File: config.mk
export PLATFORM = sky130hd
export DESIGN_NAME = apb_slave_if
export DESIGN_NICKNAME = d
export VERILOG_FILES = /design/src/rtl/apb_pkg.sv /design/src/rtl/apb_wait_timer.sv /design/src/rtl/apb_slave_if.sv
export SDC_FILE = /design/constraint.sdc
export NUM_CORES = 1
export LEC_CHECK = 0
export CAP_MARGIN = 20
export CORE_MARGIN = 1.5
export CORE_UTILIZATION = 25
export CTS_CLUSTER_DIAMETER = 60
export CTS_CLUSTER_SIZE = 10
export DETAILED_ROUTE_END_ITERATION = 6
export PLACE_DENSITY = 0.5
export SYNTH_ARGS = -nofsm -noshare
export SYNTH_HDL_FRONTEND = slang
export SYNTH_SLANG_ARGS = --single-unit
File: constraint.sdc
create_clock -name apb_clk_in -period 3.3 [get_ports apb_clk_in]
set_input_delay 0.33 -clock apb_clk_in [delete_from_list [all_inputs] [get_ports apb_clk_in]]
set_output_delay 0.33 -clock apb_clk_in [all_outputs]
set_load 0.1 [all_outputs]
File: src/rtl/apb_pkg.sv
// Shared definitions for the APB slave/master interfaces: FSM encoding,
// PPROT bit positions and width helpers.
package apb_pkg;

  typedef enum logic [1:0] {
    ST_IDLE = 2'd0,
    ST_REQ  = 2'd1,
    ST_DONE = 2'd2
  } apb_state_e;

  localparam int PPROT_PRIV_BIT  = 0;
  localparam int PPROT_NSEC_BIT  = 1;
  localparam int PPROT_INSTR_BIT = 2;

  localparam int DEF_DATA_WIDTH    = 32;
  localparam int DEF_ADDR_WIDTH    = 32;
  localparam int DEF_TIMEOUT_CYCLE = 6;

  function automatic int strb_width(input int data_width);
    return data_width / 8;
  endfunction

  function automatic int cnt_width(input int timeout_cycle);
    return $clog2(timeout_cycle + 1);
  endfunction

endpackage

File: src/rtl/apb_wait_timer.sv
// Clear/enable wait counter; expired_o flags the enabled step on which the
// count reaches TIMEOUT_CYCLE.
module apb_wait_timer
  import apb_pkg::*;
#(
  parameter int TIMEOUT_CYCLE = DEF_TIMEOUT_CYCLE,
  parameter int CNT_W         = cnt_width(TIMEOUT_CYCLE)
) (
  input  logic clk_i,
  input  logic rst_ni,
  input  logic clear_i,
  input  logic enable_i,
  output logic expired_o
);

  localparam logic [CNT_W-1:0] LIMIT = CNT_W'(TIMEOUT_CYCLE);
  localparam logic [CNT_W-1:0] LAST  = CNT_W'(TIMEOUT_CYCLE - 1);

  logic [CNT_W-1:0] count_q;
  logic [CNT_W-1:0] count_d;

  always_comb begin
    count_d = count_q;
    if (clear_i) begin
      count_d = '0;
    end else if (enable_i && (count_q != LIMIT)) begin
      count_d = count_q + CNT_W'(1);
    end
  end

  // Flag the step itself so the owner can react on the same edge the count lands.
  assign expired_o = enable_i && !clear_i && (count_q == LAST);

  always_ff @(posedge clk_i or negedge rst_ni) begin
    if (!rst_ni) begin
      count_q <= '0;
    end else begin
      count_q <= count_d;
    end
  end

endmodule

File: src/rtl/apb_slave_if.sv
// APB slave terminating a bus segment and issuing one valid/ready request per
// transfer to a local block, with error and timeout reporting via PSLVERR.
module apb_slave_if
  import apb_pkg::*;
#(
  parameter int APB_DATA_WIDTH = DEF_DATA_WIDTH,
  parameter int APB_ADDR_WIDTH = DEF_ADDR_WIDTH,
  parameter int TIMEOUT_CYCLE  = DEF_TIMEOUT_CYCLE
) (
  input  logic                        apb_clk_in,
  input  logic                        apb_rstn_in,
  input  logic [APB_ADDR_WIDTH-1:0]   apb_addr_in,
  input  logic                        apb_psel_in,
  input  logic                        apb_penable_in,
  input  logic                        apb_write_in,
  input  logic [APB_DATA_WIDTH-1:0]   apb_wdata_in,
  input  logic [APB_DATA_WIDTH/8-1:0] apb_strb_in,
  input  logic [2:0]                  apb_prot_in,
  output logic [APB_DATA_WIDTH-1:0]   apb_rdata_out,
  output logic                        apb_ready_out,
  output logic                        apb_slverr_out,
  output logic [APB_ADDR_WIDTH-1:0]   other_addr_out,
  output logic                        other_write_out,
  output logic [APB_DATA_WIDTH-1:0]   other_wdata_out,
  output logic [APB_DATA_WIDTH/8-1:0] other_strb_out,
  output logic [2:0]                  other_prot_out,
  output logic                        other_valid_out,
  input  logic                        other_ready_in,
  input  logic [APB_DATA_WIDTH-1:0]   other_rdata_in,
  input  logic                        other_error_in
);

  localparam int STRB_W = strb_width(APB_DATA_WIDTH);

  apb_state_e                state_q,  state_d;
  logic [APB_ADDR_WIDTH-1:0] addr_q,   addr_d;
  logic                      write_q,  write_d;
  logic [APB_DATA_WIDTH-1:0] wdata_q,  wdata_d;
  logic [STRB_W-1:0]         strb_q,   strb_d;
  logic [2:0]                prot_q,   prot_d;
  logic                      valid_q,  valid_d;
  logic [APB_DATA_WIDTH-1:0] rdata_q,  rdata_d;
  logic                      ready_q,  ready_d;
  logic                      slverr_q, slverr_d;

  logic timer_clr;
  logic timer_en;
  logic timer_expired;

  apb_wait_timer #(
    .TIMEOUT_CYCLE(TIMEOUT_CYCLE)
  ) u_wait_timer (
    .clk_i    (apb_clk_in),
    .rst_ni   (apb_rstn_in),
    .clear_i  (timer_clr),
    .enable_i (timer_en),
    .expired_o(timer_expired)
  );

  always_comb begin
    state_d   = state_q;
    addr_d    = addr_q;
    write_d   = write_q;
    wdata_d   = wdata_q;
    strb_d    = strb_q;
    prot_d    = prot_q;
    valid_d   = valid_q;
    rdata_d   = rdata_q;
    ready_d   = ready_q;
    slverr_d  = slverr_q;
    timer_clr = 1'b0;
    timer_en  = 1'b0;

    unique case (state_q)
      ST_IDLE: begin
        ready_d  = 1'b0;
        slverr_d = 1'b0;
        if (apb_psel_in && !apb_penable_in) begin
          addr_d    = apb_addr_in;
          write_d   = apb_write_in;
          wdata_d   = apb_write_in ? apb_wdata_in : '0;
          strb_d    = apb_write_in ? apb_strb_in : '0;
          prot_d    = {apb_prot_in[PPROT_INSTR_BIT], apb_prot_in[PPROT_NSEC_BIT],
                       apb_prot_in[PPROT_PRIV_BIT]};
          valid_d   = 1'b1;
          timer_clr = 1'b1;
          state_d   = ST_REQ;
        end else if (apb_psel_in && apb_penable_in) begin
          // Enable phase with no setup: answer with an error, never touch the local side.
          rdata_d  = '0;
          slverr_d = 1'b1;
          ready_d  = 1'b1;
          state_d  = ST_DONE;
        end
      end

      ST_REQ: begin
        if (other_ready_in) begin
          valid_d  = 1'b0;
          rdata_d  = (write_q || other_error_in) ? '0 : other_rdata_in;
          slverr_d = other_error_in;
          ready_d  = apb_psel_in;
          state_d  = apb_psel_in ? ST_DONE : ST_IDLE;
        end else begin
          timer_en = 1'b1;
          if (timer_expired) begin
            valid_d  = 1'b0;
            rdata_d  = '0;
            slverr_d = 1'b1;
            ready_d  = apb_psel_in;
            state_d  = apb_psel_in ? ST_DONE : ST_IDLE;
          end
        end
      end

      ST_DONE: begin
        if (!apb_psel_in || apb_penable_in) begin
          ready_d  = 1'b0;
          slverr_d = 1'b0;
          state_d  = ST_IDLE;
        end
      end

      default: begin
        state_d = ST_IDLE;
      end
    endcase
  end

  always_ff @(posedge apb_clk_in or negedge apb_rstn_in) begin
    if (!apb_rstn_in) begin
      state_q  <= ST_IDLE;
      addr_q   <= '0;
      write_q  <= 1'b0;
      wdata_q  <= '0;
      strb_q   <= '0;
      prot_q   <= '0;
      valid_q  <= 1'b0;
      rdata_q  <= '0;
      ready_q  <= 1'b0;
      slverr_q <= 1'b0;
    end else begin
      state_q  <= state_d;
      addr_q   <= addr_d;
      write_q  <= write_d;
      wdata_q  <= wdata_d;
      strb_q   <= strb_d;
      prot_q   <= prot_d;
      valid_q  <= valid_d;
      rdata_q  <= rdata_d;
      ready_q  <= ready_d;
      slverr_q <= slverr_d;
    end
  end

  assign apb_rdata_out   = rdata_q;
  assign apb_ready_out   = ready_q;
  assign apb_slverr_out  = slverr_q;
  assign other_addr_out  = addr_q;
  assign other_write_out = write_q;
  assign other_wdata_out = wdata_q;
  assign other_strb_out  = strb_q;
  assign other_prot_out  = prot_q;
  assign other_valid_out = valid_q;

endmodule

==> metrics.yaml <==
syn_nets: 560
placed_cells: 865
hold_path.class: "input port to async pin"
hold_ws_ns: 0.0647
num_io_pins: 217
grt_max_degree: 76
endpoint_kind: "output port"
post-route-period-util_pct: 67.3
rsz0062_at_grt: "false"
seq_area_sq_um: 2800
netlist_area_sq_um: 4580
arrival_ns: 1.89
fin_cells: 881
maxCapViolations: 0
dp_hpwl_um: 8970
core_area_sq_um: 18000
clockBufferDepth: 2
wl_um: 12900
vias: 3779
cp_top_family: "buffers and inverters"
first_iter_violations: 137
yosys_warnings: 0
critical_path_required_ns: 2.97
die_x_um: 138
grt_pass1_wl_um: 21300
fillCellCount: 1771
max_slew_margin_pct: 32.0
synth_flop_cell: "dfrtp_1"
vias_per_cell: 4.29
worstPathCellList: "clkdlybuf4s50_1"
report.final.slew_viol_count: 0
cp_num_buf_inv: 1
ant_nets: 0
synth_cell_type_count: 37
clkLatencyLatePin_ns: 0.35
setup_viol: 0
crit_path_max_incr_delay_ns: 1.17
path_max_fanout: 3
worstSetupPathType: "register to output port"
period_minus_slack_ns: 2.22
setup_tns_ns: 0
first_pass_iters: 4
fp-row-count: 49
synthArstFlopShare_pct: 100
layout_commonest_cell: "clkdlybuf4s50_1"
cts_sinks: 112
ys_ff_latch: 112
cts-htree-levels: 3
cts_tree: "built"
antennaDiodeCount: 0
cts_root_buf: "clkbuf_16"
grt_antenna_before_repair: 0
hold_buffers: 0
ctsResizeCount: 0
status: "completed"
post_drt_wl_per_cell_um: 14.7
nets: 764
die_h_um: 138
slowest_stage: "clkdlybuf4s50_1"
die_area_sq_um: 19100
cts_setup_buffers: 0
synth_enable_flop_cells: 0
drc_errors: 0
worst_pin_slew_ns: 1.02
place_congestion: 0.756
avgSynthCellArea_sq_um: 10.3
first_global_vias: 3892
mostFrequentLayoutCells: "215 x clkdlybuf4s50_1, 188 x nand2_1, 112 x dfrtp_1"
ys_seq_area_share_pct: 61.2
max_freq_mhz: 450
io_buffers: 216
worst_setup_path_start_kind: "register"
gr-usage-all-layers_pct: 13.8
area_growth_pct: 57.3
initial_core_util_pct: 25.5
clk_pin_slew_worst_paths_ns: 0.07
overflow: 0
syn_inst: 443
multi_input_area_sq_um: 1570
cts_buffers: 9
ff2ff_setup_slack_ns: 1.27
drive_gt1_share_pct: 5.06
fin_skew_ns: 0.00485
finalHoldViolations: 0
==> worst register-to-register path, stage by stage, from the launching register on <==
cell and delay (ns):
dfrtp_1 0.43, inv_1 0.10, ha_1 0.38, and2_4 0.77
nand3_1 0.18, nand2_1 0.10
==> cell families after synthesis <==
group | synth area share, %
AO/OA/AOI/OAI | 8.39
XOR/XNOR | 0.191
buffers and inverters | 4.67
AND/OR/NAND/NOR | 23.0
flip-flops | 61.2
adder cells (fa/ha/maj) | 1.91
multiplexers | 0.656
==> cell usage after synthesis, types with 2 or more instances <==
library cell,count,area [sq um]
nand2_1,189,709
dfrtp_1,112,2800
nand3_1,36,180
a22o_1,32,280
buf_2,9,45.0
buf_6,8,90.1
ha_1,7,87.6
buf_4,6,45.0
inv_1,4,15.0
o21ai_0,4,20.0
buf_1,3,11.3
a21boi_0,2,15.0
a21oi_1,2,10.0
and2_4,2,17.5
clkbuf_1,2,7.51
mux2_4,2,30.0
nand3b_1,2,15.0
nand4_1,2,12.5
==> sequential cells by signal (all words and copies together), names as in the netlist <==
signal,cells
other_write_out,1
other_wdata_out,32
u_wait_timer.count_q,3
state_q,2
apb_slverr_out,1
apb_ready_out,1
apb_rdata_out,32
other_valid_out,1
other_prot_out,3
other_addr_out,32
other_strb_out,4
==> metrics by stage <==
stage | setup WS, ns | utilization [%] | area, sq um
final | 1.08 | 40.1 | 7200
after global routing | 1.01 | 40.1 | 7200
after CTS | 1.03 | 40.1 | 7200
after detailed placement | 1.06 | 38.3 | 6880
after global placement | 1.10 | 38.3 | 6880
after floorplan | 1.56 | - | 4580
==> per-layer routing <==
layer	global-route usage [%]	wire, um
met3	5.06	930
met1	17.6	5770
met5	0	0
met4	4.27	156
met2	21.9	6090
==> path summary, 6_finish.rpt <==
kind	start	endpoint	cells past startpoint
max in group asynchronous	apb_rstn_in	apb_rdata_out[15]	2
hold reg to reg	other_wdata_out[21]	other_wdata_out[21]	2
setup reg to reg	state_q[0]	other_wdata_out[14]	5
min in group apb_clk_in	other_wdata_out[21]	other_wdata_out[21]	2
hold / removal	apb_rstn_in	other_valid_out	1
setup / recovery	other_write_out	other_write_out	1
==> area by class of cell <==
type / instances / area share [%]
Tap cell: 229 / 3.98
Sequential cell: 112 / 38.9
Timing Repair Buffer: 221 / 30.7
Clock inverter: 5 / 1.11
Clock buffer: 11 / 3.37
Multi-Input combinational cell: 299 / 21.7
Inverter: 4 / 0.208
Power is left out: the tool's default activity adds up to more than one toggle a clock period on the data nets, which glitch-free logic cannot reach.
==> variant, RTL diff (config.mk and constraints unchanged) <==
The package constant `DEF_ADDR_WIDTH` goes from 32 to 36.
--- a/src/rtl/apb_pkg.sv
+++ b/src/rtl/apb_pkg.sv
@@ -13,7 +13,7 @@
   localparam int PPROT_INSTR_BIT = 2;
 
   localparam int DEF_DATA_WIDTH    = 32;
-  localparam int DEF_ADDR_WIDTH    = 32;
+  localparam int DEF_ADDR_WIDTH    = 36;
   localparam int DEF_TIMEOUT_CYCLE = 6;
 
   function automatic int strb_width(input int data_width);
Ports: changed (resized apb_addr_in and other_addr_out); port bits go from 217 to 225. The function was not compared with the original's and may differ.
==> variant against the unedited design <==
- setup slack worse by 0.055 ns
- sequential cell count up 4
- first-iteration DRC count up 2.9%
- clock skew up 0.0041 ns
- final area up 7.4%
- hold slack worse by 0.019 ns
- global-route usage up 0.16 points
- sequential share of layout area down 1.4 points
- wire length up 3.4%
- synthesized area up 3.3%
- largest cell class unchanged
- highest routed layer unchanged
Power is left out: the tool's default activity adds up to more than one toggle a clock period on the data nets, which glitch-free logic cannot reach.
==> variant: results <==
[run_status]
status = "finished, final reports clean"

[synthesis]
synth.top_cells.by_area = "dfrtp_1 61%, nand2_1 16%, a22o_1 5.9%, nand3_1 3.8%, buf_6 2.1%"
synthTopCellsByCount = "201 x nand2_1, 116 x dfrtp_1, 36 x nand3_1"
yosysWarningCount = 0
synth_ff_type = "dfrtp_1"
synth.lib_cells_used.distinct = 38
synthesis.nets = 581
async_flop_share = 1.00
seq_area_frac_synth = 0.614

[detailed_routing]
vias = 4014
antenna_left = 0
top_layer = "met4"
wl_met2_um = 6290
m1WireLength_um = 5970
wirelength_um = 13400
dr_wl_met3_um = 1050
dr.pass1.iters = 4
drtIter0Drc = 141

[global_routing]
grtUsageTotal = 0.140
grt_pass1_vias = 4157
grt_max_degree = 80
grt_pass1_wl_um = 21900
antenna_found_initial = 0

[min_path]
min-delay-path-class = "in2async"

[sta]
skew_ns = 0.00897
maxSlewHeadroom = 0.300

[setup_path]
cp_data_arrival_time_ns = 1.95
reg2reg_depth = 4
cp_max_fo = 3
critical-path-top-delay-family = "buffers and inverters"
rrSetupSlack_ns = 1.34
critPathMaxStageDelay_ns = 1.16
reg2reg_to = "apb_rdata_out[8]"
r2r_start = "state_q[0]"

[clocking]
cts_resized = 0
h-tree-depth = 4
numCtsBuffers = 17
clk_latency_ns = 0.41
cts_max_path_buffers = 2
clkTransAtPathRegs_ns = 0.06
postCtsSetupRepairBufs = 0

[layout]
nets = 800
largest_register_ffs = 36
drive_gt1_frac = 0.0737
n_antenna_cell = 0

[placement]
gp_congestion = 0.749
dp.final_hpwl_um = 9140
io_buffers = 224
variant: worst max path at each step:
stage | endpoint | startpoint | slack (ns)
6_report | other_write_out | other_write_out | 1.02
5_1_grt | other_write_out | other_write_out | 0.95
4_1_cts | other_write_out | other_write_out | 1.0
3_5_place_dp | other_strb_out[2] | apb_psel_in | 1.19
3_3_place_gp | other_wdata_out[5] | apb_psel_in | 1.21
2_1_floorplan | apb_rdata_out[10] | other_write_out | 1.56
variant: layout make-up:
type                       instances  area, um^2
fill                            1801       10900
clock buffer                      18         439
timing repair buffer             229        2310
clock inverter                    14         156
sequential                       116        2900
tap                              234         293
multi-input combinational        311        1610
inverter                           4        15.0
variant: logic make-up after synthesis:
group | synth area share
DFF | 0.614
muxes | 0.00635
buffers and inverters | 0.0463
xor gates and xnor gates | 0.00185
adders and majority gates | 0.0185
AOI/OAI and AO/OA | 0.0812
and+or+nand+nor | 0.232
variant: metrics by stage:
stage | util | setup slack [ns] | area, um^2 | std cells | hold slack [ns]
2_1_floorplan | - | 1.56 | 4730 | 460 | 0.0344
3_3_place_gp | 0.383 | 1.21 | 7140 | 894 | 0.450
3_5_place_dp | 0.383 | 1.19 | 7140 | 894 | 0.455
4_1_cts | 0.415 | 0.997 | 7730 | 926 | 0.0962
5_1_grt | 0.415 | 0.952 | 7730 | 926 | 0.133
6_report | 0.415 | 1.02 | 7730 | 926 | 0.0457
variant: metal layers:
layer,GRT usage,vias up
li1,-,1941
met1,0.175,1910
met2,0.231,155
met3,0.0557,8
met4,0.0258,0
met5,0,-
